<file path="config.mk">
export PLATFORM = sky130hd
export DESIGN_NAME = dram_cache_line_ctrl
export DESIGN_NICKNAME = d
export VERILOG_FILES = /design/src/rtl/dram_cache_line_ctrl.sv
export SDC_FILE = /design/constraint.sdc
export NUM_CORES = 1
export LEC_CHECK = 0
export BUFFER_PORTS_ARGS = -buffer_cell sky130_fd_sc_hd__buf_2
export CELL_PAD_IN_SITES_DETAIL_PLACEMENT = 2
export CELL_PAD_IN_SITES_GLOBAL_PLACEMENT = 2
export CORE_AREA = 4 4 174 176
export CTS_CLUSTER_SIZE = 16
export DETAILED_ROUTE_END_ITERATION = 10
export DIE_AREA = 0 0 178 180
export PLACE_DENSITY_LB_ADDON = 0.1
export SYNTH_ARGS = -nofsm -noshare
export SYNTH_HDL_FRONTEND = slang
export SYNTH_SLANG_ARGS = --single-unit
</file>
<file path="constraint.sdc">
create_clock -name clk -period 3.55 [get_ports clk]
set_clock_uncertainty 0.1 [all_clocks]
set_input_delay 0.1775 -clock clk [delete_from_list [all_inputs] [get_ports clk]]
set_output_delay 0.1775 -clock clk [all_outputs]
set_load 0.005 [all_outputs]
</file>
<file path="src/rtl/dram_cache_line_ctrl.sv">
// Cache miss handler for dram_main_mem: optional dirty-victim writeback, then a word-by-word line refill.
// Writeback hardware is built only when DRAM_CACHE_WRITEBACK_EN is defined; otherwise write-through.
module dram_cache_line_ctrl #(
   parameter int DATA_WIDTH = 32,
   parameter int LINE_WORDS = 4
) (
   input  logic                             clk,
   input  logic                             rst_n,
   input  logic                             req_valid,
   output logic                             req_ready,
   input  logic [DATA_WIDTH-1:0]            req_addr,
   input  logic                             victim_dirty,
   input  logic [DATA_WIDTH-1:0]            victim_addr,
   input  logic [DATA_WIDTH*LINE_WORDS-1:0] victim_line,
   output logic                             resp_valid,
   input  logic                             resp_ready,
   output logic [DATA_WIDTH*LINE_WORDS-1:0] resp_line,
   output logic [DATA_WIDTH-1:0]            mem_w_addr,
   output logic [DATA_WIDTH-1:0]            mem_wd,
   output logic                             mem_we,
   output logic [DATA_WIDTH-1:0]            mem_r_addr,
   output logic                             mem_re,
   input  logic [DATA_WIDTH-1:0]            mem_rd
);
   localparam int CNT_W = $clog2(LINE_WORDS);
   localparam int OFF_W = $clog2(LINE_WORDS * 4);

   typedef enum logic [1:0] {IDLE, WB, FILL, RESP} state_t;

   state_t                state, state_nx;
   logic [CNT_W-1:0]      cnt;
   logic [DATA_WIDTH-1:0] req_base;
   logic [DATA_WIDTH-1:0] fill_buf [LINE_WORDS];
   logic [DATA_WIDTH-1:0] word_off;
   logic                  last;
   logic                  accept;
   logic                  unused_inputs;

   assign last     = (cnt == CNT_W'(LINE_WORDS - 1));
   assign word_off = DATA_WIDTH'(cnt) << 2;
   assign accept   = req_valid && (state == IDLE);

   always_comb begin
      // NOTE: state_nx is given a default before the case so no path leaves it unassigned (no latch).
      state_nx = state;
      unique case (state)
         IDLE: begin
            if (req_valid) begin
`ifdef DRAM_CACHE_WRITEBACK_EN
               state_nx = victim_dirty ? WB : FILL;
`else
               state_nx = FILL;
`endif
            end
         end
         WB:      if (last) state_nx = FILL;
         FILL:    if (last) state_nx = RESP;
         RESP:    if (resp_ready) state_nx = IDLE;
         default: state_nx = IDLE;
      endcase
   end

   always_ff @(posedge clk or negedge rst_n) begin
      if (!rst_n) begin
         state    <= IDLE;
         cnt      <= '0;
         req_base <= '0;
      end else begin
         // NOTE: non-blocking assignments so every register samples pre-edge values.
         state <= state_nx;
         if ((state_nx != state) || (state == IDLE) || (state == RESP)) cnt <= '0;
         else                                                          cnt <= cnt + CNT_W'(1);
         if (accept) req_base <= {req_addr[DATA_WIDTH-1:OFF_W], {OFF_W{1'b0}}};
      end
   end

   always_ff @(posedge clk or negedge rst_n) begin
      if (!rst_n) begin
         // NOTE: the fill buffer is reset because resp_line is visible straight out of reset.
         for (int i = 0; i < LINE_WORDS; i++) fill_buf[i] <= '0;
      end else if (state == FILL) begin
         fill_buf[cnt] <= mem_rd;
      end
   end

`ifdef DRAM_CACHE_WRITEBACK_EN
   logic [DATA_WIDTH-1:0] vic_base;
   logic [DATA_WIDTH-1:0] vic_line [LINE_WORDS];

   always_ff @(posedge clk or negedge rst_n) begin
      if (!rst_n) begin
         vic_base <= '0;
         for (int i = 0; i < LINE_WORDS; i++) vic_line[i] <= '0;
      end else if (accept) begin
         vic_base <= {victim_addr[DATA_WIDTH-1:OFF_W], {OFF_W{1'b0}}};
         for (int i = 0; i < LINE_WORDS; i++) vic_line[i] <= victim_line[i*DATA_WIDTH +: DATA_WIDTH];
      end
   end

   assign unused_inputs = ^{victim_addr[OFF_W-1:0], req_addr[OFF_W-1:0]};
`else
   assign unused_inputs = ^{victim_dirty, victim_addr, victim_line, req_addr[OFF_W-1:0]};
`endif

   // Strobes are pure state decodes; address/data lines are zero whenever their strobe is low.
   always_comb begin
      req_ready  = (state == IDLE);
      resp_valid = (state == RESP);
      mem_re     = (state == FILL);
      mem_r_addr = mem_re ? (req_base + word_off) : '0;
      for (int i = 0; i < LINE_WORDS; i++) resp_line[i*DATA_WIDTH +: DATA_WIDTH] = fill_buf[i];
`ifdef DRAM_CACHE_WRITEBACK_EN
      mem_we     = (state == WB);
      mem_w_addr = mem_we ? (vic_base + word_off) : '0;
      mem_wd     = mem_we ? vic_line[cnt] : '0;
`else
      mem_we     = 1'b0;
      mem_w_addr = '0;
      mem_wd     = '0;
`endif
   end

endmodule
</file>
; ---- Word level (Yosys, flattened, before mapping)
; Cells that the tools add are included.
[totals]
wordCells = 32
out_inout_bits = 228
ff_bits = 160
[op_classes]
n_lt_le_gt_ge = 2
eq_ne = 5
bitwise = 1
addsub = 2
reduce_logical = 5
muxes = 10
[op_table]
columns = operator, n
row1 = $bwmux 128, 1
row2 = $demux 32 s2, 1
row3 = $mux 32, 2
row4 = $add 32x4->32, 1
row5 = $mux 2, 5
row6 = $pmux 2 s4, 1
row7 = $eq 2x2->1 const B, 3
row8 = $ge 3x3->1 const B, 1
row9 = $lt 3x1->1 const B, 1
row10 = $not 2->3, 1
row11 = $add 2x1->2 const B, 1
row12 = $eq 2x1->1 const B, 1
row13 = $logic_and 1x1->1, 2
row14 = $logic_not 2->1, 1
row15 = $logic_or 1x1->1, 2
row16 = $ne 2x2->1, 1

; ---- Longest topological paths before layout
; Gate-level depths: netlist (run 1).
[logic_depth]
depth_word = 7
mapped_depth = 5

; ---- Worst setup path after synthesis (run 1)
; Ideal clock, no wire load.
[synth_path]
path_kind = register to register
from = register cnt[0]
to = register fill_buf, in the netlist resp_line[100]
stages_incl_launch_ff = 5
path_slack_ns = 2.061
t_arrival_ns = 1.264
synth_period_minus_slack_ns = 1.489
n_path_buf = 1
t_required_ns = 3.325
path_cell_list = dfrtp_1 > ha_1 > nand3b_4 > buf_6 > mux2_4
[synth_between]
elab_chain_len = 6
[synth_rtl]
columns = item, line
row1 = from (decl), 31  ; logic [CNT_W-1:0] cnt;
row2 = from (signal assigned), 72  ; else cnt <= cnt + CNT_W'(1);
row3 = $not 2->3 (not written as such) (*), 82  ; fill_buf[cnt] <= mem_rd;
row4 = $ge 3x3->1 (not written as such) / $lt 3x1->1 (equally long branches), 82
row5 = $logic_and 1x1->1 (not written as such), 82
row6 = $mux 32 (not written as such), 82
row7 = $demux 32 s2 (*), 82
row8 = $bwmux 128 (*), 82
row9 = "to (signal, indexed assignment)", 82
row10 = to (decl), 33  ; logic [DATA_WIDTH-1:0] fill_buf [LINE_WORDS];
; Mark *: on every way between the ends. The rest lies on a longest branch, timed or not.
; A chain may end at the register's enable or synchronous reset.

; ---- Worst setup path after layout (run 1)
[layout_path]
from = register state[1]
to = output mem_r_addr[5]
[layout_between]
elab_chain_len = 2
[layout_rtl]
columns = item, line
row1 = from (decl), 30  ; state_t state, state_nx;
row2 = from (signal assigned), 70  ; state <= state_nx;
row3 = $eq 2x2->1, 109  ; mem_re = (state == FILL);
row4 = $mux 32, 110  ; mem_r_addr = mem_re ? (req_base + word_off) : '0;
row5 = to (decl), 21  ; output logic [DATA_WIDTH-1:0] mem_r_addr,
; No other way between the ends.

==> run_results.csv, run 1 <==
group,metric,value,unit
sta,tightest_slew,0.823,ns
die,initial_core_util,25.6,%
clocking,cts_tree,"done",
critical_path,start_kind,"flop",
detailed_routing,first_iter_violations,73,
synthesis,syn_area,7330,µm²
synthesis,syn_inst,456,
worst_hold_path,hp-class,"in2reg",
detailed_routing,drc_errors,0,
clocking,cts_made_buffers,17,
place,hpwl,14600,µm
sta,finalMaxSlewViolations,0,
critical_path,reg2reg_slack,1.38,ns
clocking,htree_levels,4,
die,ios,457,
clocking,clkSinkCount,160,
clocking,clk_pin_slew,0.06,ns
critical_path,worstSetupStartpoint,"state[1]",
synthesis,netlist.area_leader.share,54.6,%
sta,slew_headroom,45.2,%
clocking,cts_buffer_depth,2,
power,power_density,929,nW/µm²
sta,period_share,78.1,%
critical_path,end_kind,"output pin",
place,place.gp.congestion,0.743,
global_routing,grt_pass1_wl,32100,µm
finish,final_cell_mix,"223 x buf_2, 160 x dfrtp_1, 120 x mux2_4",
sta,rsz0062_at_grt,"false",
finish,final_common_cell,"buf_2",
die,die_y,180,µm
power,ir_drop,0.258,mV
detailed_routing,first_pass_iters,4,
place,dpl-instance-area,8570,µm²
synthesis,yosysSeqAreaShare,54.6,%
synthesis,avgSynthCellArea,16.1,µm²
place,port_buffers,224,
die,dieArea,32000,µm²
status,status,"finished, final reports clean",
sta,finalCriticalPeriod,2.77,ns
global_routing,antenna_found_initial,1,
detailed_routing,routedWlPerCell,18.2,µm
detailed_routing,wl,20900,µm
finish,utilization,34.1,%
finish,fin_area,9760,µm²
synthesis,ys_top_cells_by_area,"dfrtp_1 55%, mux2_4 25%, buf_4 7.1%, mux2_2 5.7%, and2_1 2.6%",
critical_path,cp_max_fo,20,
die,coreArea,28600,µm²
detailed_routing,vias,4490,
finish,n_antenna_cell,0,
sta,fin_tns_setup,0,ns
finish,finalNetCount,982,
die,die_w,178,µm
power,p_leak,5.02,nW
detailed_routing,viasPerCell,3.92,
clocking,cts_setup_buffers,0,
clocking,insertion_delay,0.42,ns
run,cap_viol_max_count,0,
global_routing,grt_usage,12.9,%
finish,drive_above_1_share,56.0,%
synthesis,ys_warn_count,0,
critical_path,r2r-start,"state[1]",
power,total_power,9.07,mW
sta,hold_viol,0,
finish,layout-area-overhead-vs-synth,33.2,%
global_routing,first_global_vias,5220,
synthesis,synth_largest_area_cell,"dfrtp_1",
critical_path,crit_arrival,2.49,ns
sta,finalSetupViolCount,0,
die,core.rowCount,62,
global_routing,grt_overflow,0,
sta,fmax,361,MHz
synthesis,netlist-cell-type-count,20,
clocking,root_buffer,"clkbuf_16",
global_routing,grt_max_degree,84,
synthesis,ys_ff_latch,160,
detailed_routing,antenna_left,0,
critical_path,worst-setup-path-type,"reg2out",
critical_path,required,3.27,ns
worst_hold_path,hp-start,"resp_ready",
==> sequential cells by signal, indices dropped and copies added (netlist names) <==
signal and count:
req_base 28, resp_line 128, cnt 2, state 2
==> logic make-up (layout without fill, tap and decap cells) <==
group                      after synthesis  after routing  share of synthesized area (%)
muxes                                  158            158                           30.4
DFF                                    160            160                           54.6
adders and majority gates                4              4                          0.683
and+or+nand+nor                         40             40                           4.15
AOI/OAI and AO/OA                        3              3                          0.307
xor gates and xnor gates                 1              1                          0.120
other                                    1             67                         0.0512
buffers and inverters                   89            329                           9.65
==> critical path, cell delays in order (launching register included) <==
cell,delay (ns)
dfrtp_1,0.73
nor2b_1,0.73
buf_4,0.34
and2_1,0.16
buf_2,0.11
==> Yosys cell counts, drive strengths merged <==
master  number
dfrtp      160
mux2       157
buf         85
and2        31
ha           4
nand3b       4
a21boi       2
clkbuf       2
inv          2
nor3b        2
conb         1
mux2i        1
nor2         1
nor2b        1
nor3         1
o21bai       1
xnor2        1
==> report_power, final <==
| part | total [mW] | switching (mW) | leakage, nW | internal (mW) |
|---|---|---|---|---|
| Combinational | 3.95 | 1.57 | 2.88 | 2.39 |
| Clock | 1.80 | 0.843 | 0.265 | 0.958 |
| Sequential | 3.32 | 0.547 | 1.87 | 2.77 |
==> worst paths after layout <==
kind | to | depth (start not counted)
worst min-delay path | state[1] | 3
worst min register to register | req_base[29] | 1
worst max-delay path | mem_r_addr[5] | 4
worst max register to register | resp_line[82] | 3
max in group asynchronous | req_base[10] | 3
min in group asynchronous | resp_line[22] | 2
==> what timing repair did <==
item / in CTS / in global routing
hold endpoints to repair: 237 / 0
gates resized for setup: 0 / 0
hold buffers: 62 / 0
setup endpoints to repair: 0 / 0
==> metrics by stage <==
stage                     hold WS [ns]  setup WS (ns)  cells
after floorplan                 -0.218           2.06    522
after global placement           0.189           1.23   1052
after detailed placement         0.197           1.13   1052
after CTS                       0.0233          0.678   1146
after global routing            0.0360          0.530   1146
final                           0.0458          0.778   1146
==> final cells by class <==
cell class	count	area, µm²
Multi-Input combinational cell	273	2870
Clock buffer	19	453
Tap cell	384	480
Fill cell	3002	18900
Timing Repair Buffer	295	1830
Sequential cell	160	4000
Clock inverter	13	120
Inverter	2	7.51
==> metal layers <==
layer  wire [µm]  GRT usage, %  vias up
met3        1360          3.87        9
li1            -             -     2002
met1        9120          16.6     2312
met2       10200          21.7      165
met4         143          2.51        2
met5           7             0        -
Power figures use the tool's default switching activity.
==> inputs of run 2 (changes only) <==
--- a/config.mk
+++ b/config.mk
@@ -8,10 +8,10 @@
 export BUFFER_PORTS_ARGS = -buffer_cell sky130_fd_sc_hd__buf_2
 export CELL_PAD_IN_SITES_DETAIL_PLACEMENT = 2
 export CELL_PAD_IN_SITES_GLOBAL_PLACEMENT = 2
-export CORE_AREA = 4 4 174 176
+export CORE_MARGIN = 4
+export CORE_UTILIZATION = 24
 export CTS_CLUSTER_SIZE = 16
 export DETAILED_ROUTE_END_ITERATION = 10
-export DIE_AREA = 0 0 178 180
 export PLACE_DENSITY_LB_ADDON = 0.1
 export SYNTH_ARGS = -nofsm -noshare
 export SYNTH_HDL_FRONTEND = slang
==> constraint.sdc (replaced) <==
create_clock -name clk -period 2.55 [get_ports clk]
set_clock_uncertainty 0.1 [all_clocks]
set_input_delay 0.1275 -clock clk [delete_from_list [all_inputs] [get_ports clk]]
set_output_delay 0.1275 -clock clk [all_outputs]
set_load 0.005 [all_outputs]
==> run 2 against run 1 <==
  * Wire length increased by 1.2%
  * Via count is 0.27% higher
  * Register-to-register slack got worse by 0.73 ns
  * Count of clock-buffer cells in the layout unchanged
  * Sequential power grew 39%
  * Clock power increased by 47%
  * Sequential share of layout area fell by 0.62 points
  * Design area up 1.5%
  * Largest power group unchanged
  * Highest routed layer is now met4
==> run_results.csv, run 2 (synthesized netlist as in run 1, its figures left out) <==
group,metric,value,unit
sta,tightest_slew,0.549,ns
critical_path,cp_max_fo,15,
die,die_w,183,µm
status,status,"finished, final reports clean",
sta,rsz0062_at_grt,"false",
global_routing,first_global_vias,5209,
detailed_routing,routedWlPerCell,18.2,µm
die,core.rowCount,63,
sta,hold_viol,0,
global_routing,busiest_layer,"met2",
clocking,clkSinkCount,160,
detailed_routing,first_iter_violations,111,
worst_hold_path,hp-class,"in2reg",
die,ios,457,
place,hpwl,14700,µm
place,dp.cells,1064,
critical_path,required,2.32,ns
detailed_routing,drc_errors,0,
detailed_routing,viasPerCell,3.88,
critical_path,critical_path.cell_chain,"buf_4, nor2b_2, buf_4, and2_1, buf_2",
finish,utilization,33.2,%
finish,final_cell_mix,"223 x buf_2, 160 x dfrtp_1, 120 x mux2_4",
power,p_leak,5.09,nW
finish,finalNetCount,989,
detailed_routing,vias,4502,
global_routing,met1_usage,16.0,%
finish,final.fill_count,3137,
run,cap_viol_max_count,0,
critical_path,slowest_delay,0.51,ns
power,ir_drop,0.351,mV
sta,slew_headroom,63.4,%
sta,finalMaxSlewViolations,0,
clocking,root_buffer,"clkbuf_16",
die,coreArea,29900,µm²
finish,drive_above_1_share,56.4,%
detailed_routing,antenna_left,0,
finish,final_cells,1159,
clocking,clk_pin_slew,0.07,ns
clocking,cts_buffer_depth,2,
sta,fmax,489,MHz
sta,finalCriticalPeriod,2.05,ns
finish,layout-area-overhead-vs-synth,35.3,%
die,initial_core_util,24.5,%
die,dieArea,33400,µm²
critical_path,worst-setup-path-type,"reg2out",
clocking,htree_levels,4,
finish,largest_register_ffs,128,
sta,period_share,80.2,%
global_routing,grt_pass1_wl,32500,µm
power,power_frac_clock,20.5,%
critical_path,crit_top_cell,"buf_4",
critical_path,start_kind,"flop",
global_routing,antenna_found_initial,0,
place,port_buffers,224,
die,die_y,183,µm
power,swShare,32.4,%
place,place.gp.congestion,0.723,
power,power_density,1310,nW/µm²
power,p_int,8.74,mW
critical_path,crit_arrival,1.82,ns
clocking,cts_made_buffers,17,
global_routing,grt_max_degree,70,
power,p_comb_share,44.0,%
global_routing,grtUsageMet2,21.4,%
critical_path,end_kind,"output pin",
finish,final_common_cell,"buf_2",
global_routing,grt_overflow,0,
clocking,cts-resized-gates,0,
sta,fin_tns_setup,0,ns
clocking,insertion_delay,0.41,ns
power,switching_power,4.20,mW
finish,n_antenna_cell,0,
critical_path,critical_path.slowest_cell,"dfrtp_1",
detailed_routing,wl,21100,µm
clocking,cts_tree,"done",
detailed_routing,first_pass_iters,4,
power,p_seq_share,35.5,%
global_routing,grt_usage,12.6,%
sta,finalSetupViolCount,0,
global_routing,grt_use_met3,3.31,%
==> run 2: changes by cell type in the layout (fill, tap and decap cells not counted), sizes merged <==
cell	previous run	this run
clkinv	3	2
inv	7	9
bufinv	0	1
dlygate4sd3	62	63
buf	233	239
clkinvlp	5	3
==> run 2: power groups by stage <==
stage / logic, mW / registers, mW / clock network (mW)
2_1_floorplan: 3.43 / 4.60 / 0
6_report: 5.69 / 4.60 / 2.65
4_1_cts: 5.84 / 4.63 / 2.76
3_5_place_dp: 5.73 / 4.66 / 0
3_3_place_gp: 5.64 / 4.57 / 0
5_1_grt: 6.15 / 4.81 / 2.87
==> run 2: final timing paths <==
| check | from | endpoint | slack [ns] | cells after the start |
|---|---|---|---|---|
| max | state[1] | mem_r_addr[2] | 0.50 | 5 |
| min | resp_ready | state[0] | 0.07 | 3 |
| max reg2reg | cnt[1] | resp_line[42] | 0.65 | 5 |
| min reg2reg | req_base[31] | req_base[31] | 0.40 | 1 |
| max in group asynchronous | rst_n | resp_line[84] | 1.42 | 3 |
| min in group asynchronous | rst_n | resp_line[119] | 0.13 | 2 |
==> run 2: stage by stage <==
| stage | setup WS (ns) | hold slack [ns] | area, µm² | power (mW) |
|---|---|---|---|---|
| floorplan | 1.06 | -0.268 | 7580 | 8.03 |
| global placement | 0.637 | 0.0232 | 8690 | 10.2 |
| detailed placement | 0.592 | 0.0312 | 8690 | 10.4 |
| CTS | 0.437 | 0.0430 | 9910 | 13.2 |
| global route | 0.339 | 0.0909 | 9910 | 13.8 |
| finish | 0.505 | 0.0715 | 9910 | 12.9 |
==> run 2: metal layers <==
| metal | up-vias | wire length, µm |
|---|---|---|
| li1 | 2012 | - |
| met4 | 0 | 185 |
| met5 | - | 0 |
| met1 | 2321 | 9120 |
| met2 | 162 | 10600 |
| met3 | 7 | 1240 |
==> run 2: what timing repair did <==
action / 4_1_cts / 5_1_grt
hold buffers: 63 / 0
buffers inserted: 0 / 0
endpoints found under the hold margin: 205 / 0
==> run 2: final cells by class <==
type	count	area (µm²)	share of cell area [%]
Tap cell	390	488	4.92
Inverter	2	7.51	0.0757
Clock inverter	13	141	1.43
Multi-Input combinational cell	273	2870	29.0
Sequential cell	160	4000	40.4
Clock buffer	19	453	4.57
Timing Repair Buffer	302	1950	19.6
==> run 2: worst max-delay path: cells and delay by family, from the launching register on <==
kind,cells,cell delay (ns)
flip-flops,1,0.51
buffers and inverters,3,0.58
AND/OR/NAND/NOR,2,0.31
